[src/rtl/ringvco_freq_counter.sv]
// Ring-VCO frequency counter: synchronizes osc_in into clk, counts its rising
// edges over a programmable gate window and reports the result via start/done.
module ringvco_freq_counter #(
  parameter int CNT_W = 16,
  parameter int WIN_W = 16
) (
  input  logic             clk,
  input  logic             rst_n,
  input  logic             start,
  input  logic [WIN_W-1:0] win_len,
  input  logic             osc_in,
  output logic             busy,
  output logic             done,
  output logic [CNT_W-1:0] count,
  output logic             overflow
);

  typedef enum logic [1:0] {
    IDLE = 2'd0,
    GATE = 2'd1,
    DONE = 2'd2
  } state_t;

  localparam logic [CNT_W-1:0] ACC_MAX  = {CNT_W{1'b1}};
  localparam logic [CNT_W-1:0] ACC_ZERO = {CNT_W{1'b0}};
  localparam logic [WIN_W-1:0] WIN_ZERO = {WIN_W{1'b0}};

  state_t           state_r, state_nxt_s;
  logic             s1_r, s2_r, s3_r;
  logic             rise_s;
  logic [WIN_W-1:0] win_r, win_nxt_s;
  logic [CNT_W-1:0] acc_r, acc_nxt_s;
  logic             ovf_r, ovf_nxt_s;

  // Two-flop synchronizer plus edge-detect flop for osc_in
  always_ff @(posedge clk or negedge rst_n) begin
    if (!rst_n) begin
      s1_r <= 1'b0;
      s2_r <= 1'b0;
      s3_r <= 1'b0;
    end else begin
      s1_r <= osc_in;
      s2_r <= s1_r;
      s3_r <= s2_r;
    end
  end

  assign rise_s = s2_r & ~s3_r;

  // Next-state, window countdown and saturating edge accumulation
  always_comb begin
    state_nxt_s = state_r;
    win_nxt_s   = win_r;
    acc_nxt_s   = acc_r;
    ovf_nxt_s   = ovf_r;
    case (state_r)
      GATE: begin
        win_nxt_s = win_r - WIN_W'(1);
        if (rise_s) begin
          if (acc_r == ACC_MAX) begin
            ovf_nxt_s = 1'b1;
          end else begin
            acc_nxt_s = acc_r + CNT_W'(1);
          end
        end else begin
          acc_nxt_s = acc_r;
        end
        if (win_r == WIN_W'(1)) begin
          state_nxt_s = DONE;
        end else begin
          state_nxt_s = GATE;
        end
      end
      IDLE, DONE: begin
        if (start) begin
          acc_nxt_s = ACC_ZERO;
          ovf_nxt_s = 1'b0;
          if (win_len != WIN_ZERO) begin
            state_nxt_s = GATE;
            win_nxt_s   = win_len;
          end else begin
            state_nxt_s = DONE;
            win_nxt_s   = WIN_ZERO;
          end
        end else begin
          state_nxt_s = IDLE;
        end
      end
      default: begin
        state_nxt_s = IDLE;
      end
    endcase
  end

  // State, datapath and registered outputs; result captured on entry to DONE
  always_ff @(posedge clk or negedge rst_n) begin
    if (!rst_n) begin
      state_r  <= IDLE;
      win_r    <= WIN_ZERO;
      acc_r    <= ACC_ZERO;
      ovf_r    <= 1'b0;
      busy     <= 1'b0;
      done     <= 1'b0;
      count    <= ACC_ZERO;
      overflow <= 1'b0;
    end else begin
      state_r <= state_nxt_s;
      win_r   <= win_nxt_s;
      acc_r   <= acc_nxt_s;
      ovf_r   <= ovf_nxt_s;
      busy    <= (state_nxt_s == GATE);
      done    <= (state_nxt_s == DONE);
      if (state_nxt_s == DONE) begin
        count    <= acc_nxt_s;
        overflow <= ovf_nxt_s;
      end
    end
  end

endmodule

[config.mk]
export PLATFORM = sky130hd
export DESIGN_NAME = ringvco_freq_counter
export DESIGN_NICKNAME = d
export VERILOG_FILES = /design/src/rtl/ringvco_freq_counter.sv
export SDC_FILE = /design/constraint.sdc
export NUM_CORES = 1
export LEC_CHECK = 0
export CORE_MARGIN = 4
export CORE_UTILIZATION = 43
export CTS_CLUSTER_SIZE = 24
export DETAILED_ROUTE_END_ITERATION = 8
export DONT_BUFFER_PORTS = 1
export SKIP_LAST_GASP = 1
export SYNTH_ARGS = -nofsm -noshare
export SYNTH_HDL_FRONTEND = slang
export SYNTH_SLANG_ARGS = --single-unit
[constraint.sdc]
create_clock -name clk -period 5.93 [get_ports clk]
set_input_delay 1.186 -clock clk [delete_from_list [all_inputs] [get_ports clk]]
set_output_delay 1.186 -clock clk [all_outputs]
set_load 0.005 [all_outputs]
## Yosys cells after proc, flatten, opt, wreduce, memory -nomap -nowiden

Cells that the tools add are included.

| word-level totals | value |
|---|---|
| bits of input ports | 20 |
| bits in writable memories | 0 |
| flip-flop bits (word level) | 57 |
| ROM bits | 0 |
| bits in latches | 0 |
| memories kept | 0 |

| cells by class | value |
|---|---|
| add/subtract/negate cells | 2 |
| reductions and logical operators | 5 |
| bitwise gates (word level) | 2 |
| mux-type cells | 15 |
| multipliers | 0 |
| div/mod/pow operators | 0 |
| shifts and indexed selects | 0 |
| eq/ne operators | 7 |
| order comparisons | 0 |

Operators with widths:

| operator | count |
|---|---|
| $mux 16 | 5 |
| $pmux 16 s2 | 2 |
| $add 16x1->16 const B | 1 |
| $eq 16x1->1 const B | 1 |
| $eq 16x16->1 const B | 1 |
| $reduce_bool 16->1 | 1 |
| $sub 16x1->16 const B | 1 |
| $mux 2 | 3 |
| $eq 2x1->1 const B | 2 |
| $eq 2x2->1 const B | 2 |
| $pmux 2 s2 | 1 |
| $mux 1 | 3 |
| $logic_not 2->1 | 1 |
| $ne 2x2->1 const B | 1 |
| $pmux 1 s2 | 1 |
| $reduce_and 2->1 | 1 |
| $reduce_bool 2->1 | 1 |
| $reduce_or 2->1 | 1 |
| $and 1x1->1 | 1 |
| $not 1->1 | 1 |

## Depth between registers and ports, before layout

| depth | value |
|---|---|
| word-level depth | 5 |
| depth in mapped cells | 7 |
| mapped depth without buffers | 7 |

## Worst setup path after synthesis

Ideal clock, no wire load.

| timing | value |
|---|---|
| path kind | in2reg |
| start point | in start |
| end point | reg count[10] |
| stages | 5 |
| required time | 5805 ps |
| library setup time | 125 ps |
| buffers on the path | 2 |
| slack | 3472 ps |
| arrival | 2333 ps |
| cell sequence | nor2b_1 -> clkbuf_1 -> a32oi_2 -> buf_6 -> mux2_2 |

| on the way | value |
|---|---|
| word-level cells in the longest chain between the ends | 3 |
| elaborated cells on any way between the ends | 5 |

RTL lines:

| element | line | source |
|---|---|---|
| start, declared | 9 | `input logic start,` |
| $mux 2 | 75 | `if (start) begin` |
| $pmux 2 s2 | 56 | `case (state_r)` |
| $eq 2x2->1 | 113 | `if (state_nxt_s == DONE) begin` |
| end signal, assigned | 114 | `count <= acc_nxt_s;` |
| end, declared | 14 | `output logic [CNT_W-1:0] count,` |

Several ways; a longest one is shown, not always the timed one.
A chain may end at the register's enable or synchronous reset.

## Worst setup path after layout

| timing | value |
|---|---|
| start point | reg state_r[0] |
| end point | reg count[10] |

| on the way | value |
|---|---|
| elaborated cells on any way between the ends | 7 |

RTL lines:

| element | line | source |
|---|---|---|
| start, declared | 28 | `state_t state_r, state_nxt_s;` |
| start signal, assigned | 107 | `state_r <= state_nxt_s;` |
| $eq 2x2->1 / $logic_not 2->1 (equally long branches) | 56 |  |
| $reduce_or 2->1 | 56 |  |
| $pmux 16 s2 (*) | 56 |  |
| named net acc_nxt_s[10] | 32 | `logic [CNT_W-1:0] acc_r, acc_nxt_s;` |

Mark *: on every way through the listed nets, which the timed path passes. The rest lies on a longest branch.

==> summary.md <==
| Metric | Value |
|---|---|
| Drt wl/cell | 17.26 um |
| Starting DRT DRC Count | 112 |
| FF+latch count, synth | 57 |
| Clock latency on the worst-skew pair | 0.34 ns |
| Worst r2r path cells | 4 |
| Tot Pwr | 1.051 mW |
| CTS resizes | 0 |
| Core area | 6459 um2 |
| Buffers on Ports | 0 |
| Ports | 39 |
| Reg2reg start | state_r[0] |
| Setup_tns | 0 ns |
| Area delta synth->final | 7.427% |
| Via count | 2,122 |
| Max-Cap Viols | 0 |
| Worst Hold End | s2_r |
| DIE WIDTH | 90.09 um |
| P_leak | 1.367 nW |
| Worst EP arrival | 2.76 ns |
| Post-synth EDFFs | 0 |
| Avg Cell Area, Syn | 10.39 um2 |
| GRT overflow | 0 |
| Clock transition at the registers of the reported paths | 0.06 ns |
| H-tree depth | 3 |
| Synthesized instance count | 279 |
| Detailed Routing Iterations Pass 1 | 4 |
| CP max stage cell | nand2b_1 |
| Req. time, crit path | 6.20 ns |
| Worst Setup Start Kind | register |
| Sequential share of the synthesized area | 49.22% |
| Residual DRC count | 0 |
| Largest net degree at the start of global routing | 58 |
| Vias/cell | 5.878 |
| Ys Warns | 0 |
| Vias in the first global route | 2,092 |
| Crit-path cells | nand2b_1 -> o311ai_0 -> o31ai_1 -> mux2_2 |
| Die area | 8116 um2 |
| Slew Limit Headroom | 19.87% |
| Clk Tree Root Cell | clkbuf_8 |
| Worst path top cell family by delay | simple AND/OR/NAND/NOR gates |
| HP Class | reg -> reg |
| Reg area | 1426 um2 |
| Synth Flop Type | dfrtp_1 |
| Critical path type | reg -> reg |
| WL final | 6230 um |
| Buf+Inv Stages, Crit Path | 0 |
| WHS Path Cells | 0 |
| Row cnt | 29 |
| Max-slew violations | 0 |
| Max FO, Critical Path | 29 |
| Critical Path Sink Type | register |
| Synthesized area | 2898 um2 |
| Multi-input combinational cell area | 1383 um2 |
| Post-CTS Hold Buffers | 0 |
| VDD IR max | 0.1247 mV |
| Max Buffers Root-to-Sink | 2 |
| Unique masters post-synth | 61 |
| FMAX | 402.4 MHz |
| Ratio of cells with drive above 1 in the final layout | 16.55% |
| Initial antenna violation count | 0 |
| Util after Layout | 48.20% |
| Crit path largest cell delay | 1.00 ns |
| Final worst setup slack | 3.445 ns |
| RSZ-0062 raised after global routing | no |
| ANT cells | 0 |
| Detailed Place HPWL | 4333 um |
| Finish-stage setup viols | 0 |
| Sink Count | 57 |
| Clk_skew | 0.01334 ns |
| GRT Total Usage | 16.34% |
| GP Congestion | 0.7933 |
| Run status | complete, no violations |
| First-pass GRT wire length | 10,540 um |
| Final worst path period need | 2.485 ns |
| Number of nets in the layout | 302 |
| Min-delay src | s1_r |
| Post-synth ARST share | 100.0% |
| CTS tree | done |
| Starting density of the core | 44.87% |
| Reg2reg end | count[10] |
| Syn_nets | 302 |
| Place WS | 3.096 ns |
| R2r setup slk | 3.45 ns |
| PwrDens | 337.7 nW/um2 |
| Die Y | 90.09 um |
| TritonCTS buffer count | 9 |
| # fillers | 609 |
| Post-DRT Antenna Nets | 0 |
| Hold Vio Cnt, Final | 0 |
| Worst-Margin Slew | 1.202 ns |
| Setup bufs post-CTS | 0 |
| Final Cycle Share | 41.90% |
[cells in the final DEF, fill, tap and decap left out, drive strengths merged, types with 4 or more instances in the layout]
cell type | synthesis | final
mux2 | 17 | 17
a221o | 4 | 4
and2 | 4 | 4
nand4 | 5 | 5
dfrtp | 57 | 57
nand2b | 6 | 6
o21ai | 6 | 6
nand2 | 34 | 34
nor2 | 20 | 20
nor4 | 9 | 9
nand3 | 14 | 14
mux2i | 8 | 8
clkbuf | 7 | 13
a211oi | 4 | 4
a21oi | 9 | 9
nor2b | 4 | 4
inv | 7 | 7
nor3 | 10 | 10
[metrics by stage]
stage                     hold slack [ns]  instances  instance area, um2
final                              0.3491        361                3113
after global placement             0.3336        345                2939
after floorplan                    0.3312        279                2898
after detailed placement           0.3372        345                2939
after CTS                          0.3514        361                3113
after global routing               0.3712        361                3113
[report_power, final]
group	switching [mW]	internal, mW
sequential	0.0769	0.454
clock	0.148	0.172
combinational	0.103	0.0968
[registers in the layout, indices dropped and copies added, names as in the netlist, 2 cells and up]
name,flops
acc_r,16
count,16
state_r,2
win_r,16
[per-layer routing]
| metal | part of all wire, % | vias up | track usage, % |
|---|---|---|---|
| met2 | 43 | 61 | 22.78 |
| met3 | 6.0 | 10 | 4.424 |
| met5 | 0 | - | 0 |
| li1 | - | 1033 | - |
| met1 | 49 | 1018 | 23.27 |
| met4 | 2.0 | 0 | 8.036 |
[worst reg2reg max path: cells and delay by family (launching register included)]
family / cells / cell delay (ns)
AOI/OAI and AO/OA: 2 / 0.48
DFF: 1 / 0.74
muxes: 1 / 0.20
and+or+nand+nor: 1 / 1.00
[final cells by class]
| type | count | area share (%) |
|---|---|---|
| tap | 77 | 3.095 |
| timing repair buffer | 1 | 0.2412 |
| clock buffer | 13 | 5.104 |
| multi-input combinational | 203 | 44.41 |
| sequential | 57 | 45.82 |
| clock inverter | 3 | 0.4823 |
| inverter | 7 | 0.8441 |
[worst max-delay path by stage]
stage / from / to / cells after the start
after floorplan: start / count[10] / 5
after global placement: win_len[9] / count[14] / 4
after CTS: state_r[0] / count[13] / 5
after detailed placement: win_len[9] / count[11] / 4
after global routing: state_r[0] / count[10] / 4
final: state_r[0] / count[10] / 4
[kinds of logic (layout without fill, tap and decap cells)]
| kind of cell | Yosys count | count (layout) | synth area share, % |
|---|---|---|---|
| DFF | 57 | 57 | 49.22 |
| muxes | 25 | 25 | 9.499 |
| xor gates and xnor gates | 2 | 2 | 0.6046 |
| buffers and inverters | 19 | 24 | 3.066 |
| and+or+nand+nor | 124 | 124 | 23.62 |
| adders and majority gates | 3 | 3 | 1.295 |
| AOI/OAI and AO/OA | 49 | 49 | 12.69 |
[cell usage after synthesis, types with 2 or more instances]
library cell	count	area, um2
and4_1	2	17.52
o21a_1	2	15.01
a221o_1	4	40.04
nand3_1	13	65.06
mux2_2	16	180.2
a221oi_1	2	17.52
nand2_1	34	127.6
nor2_1	20	75.07
mux2i_1	8	80.08
clkbuf_1	7	26.28
nor2b_1	4	25.02
and2_1	4	25.02
nand2b_1	6	37.54
and3_1	3	18.77
dfrtp_1	57	1426
nand4_1	5	31.28
buf_6	2	22.52
a21oi_1	9	45.04
o31ai_1	3	22.52
buf_2	2	10.01
ha_1	3	37.54
a32oi_1	2	17.52
or2_2	2	12.51
a211oi_1	4	30.03
nor4_2	2	25.02
inv_1	7	26.28
nor4_1	6	37.54
o21ai_0	5	25.02
o211ai_1	3	22.52
nor3_1	9	45.04
o31a_1	2	17.52
or3_1	2	12.51
(Power assumes the default switching activity.)
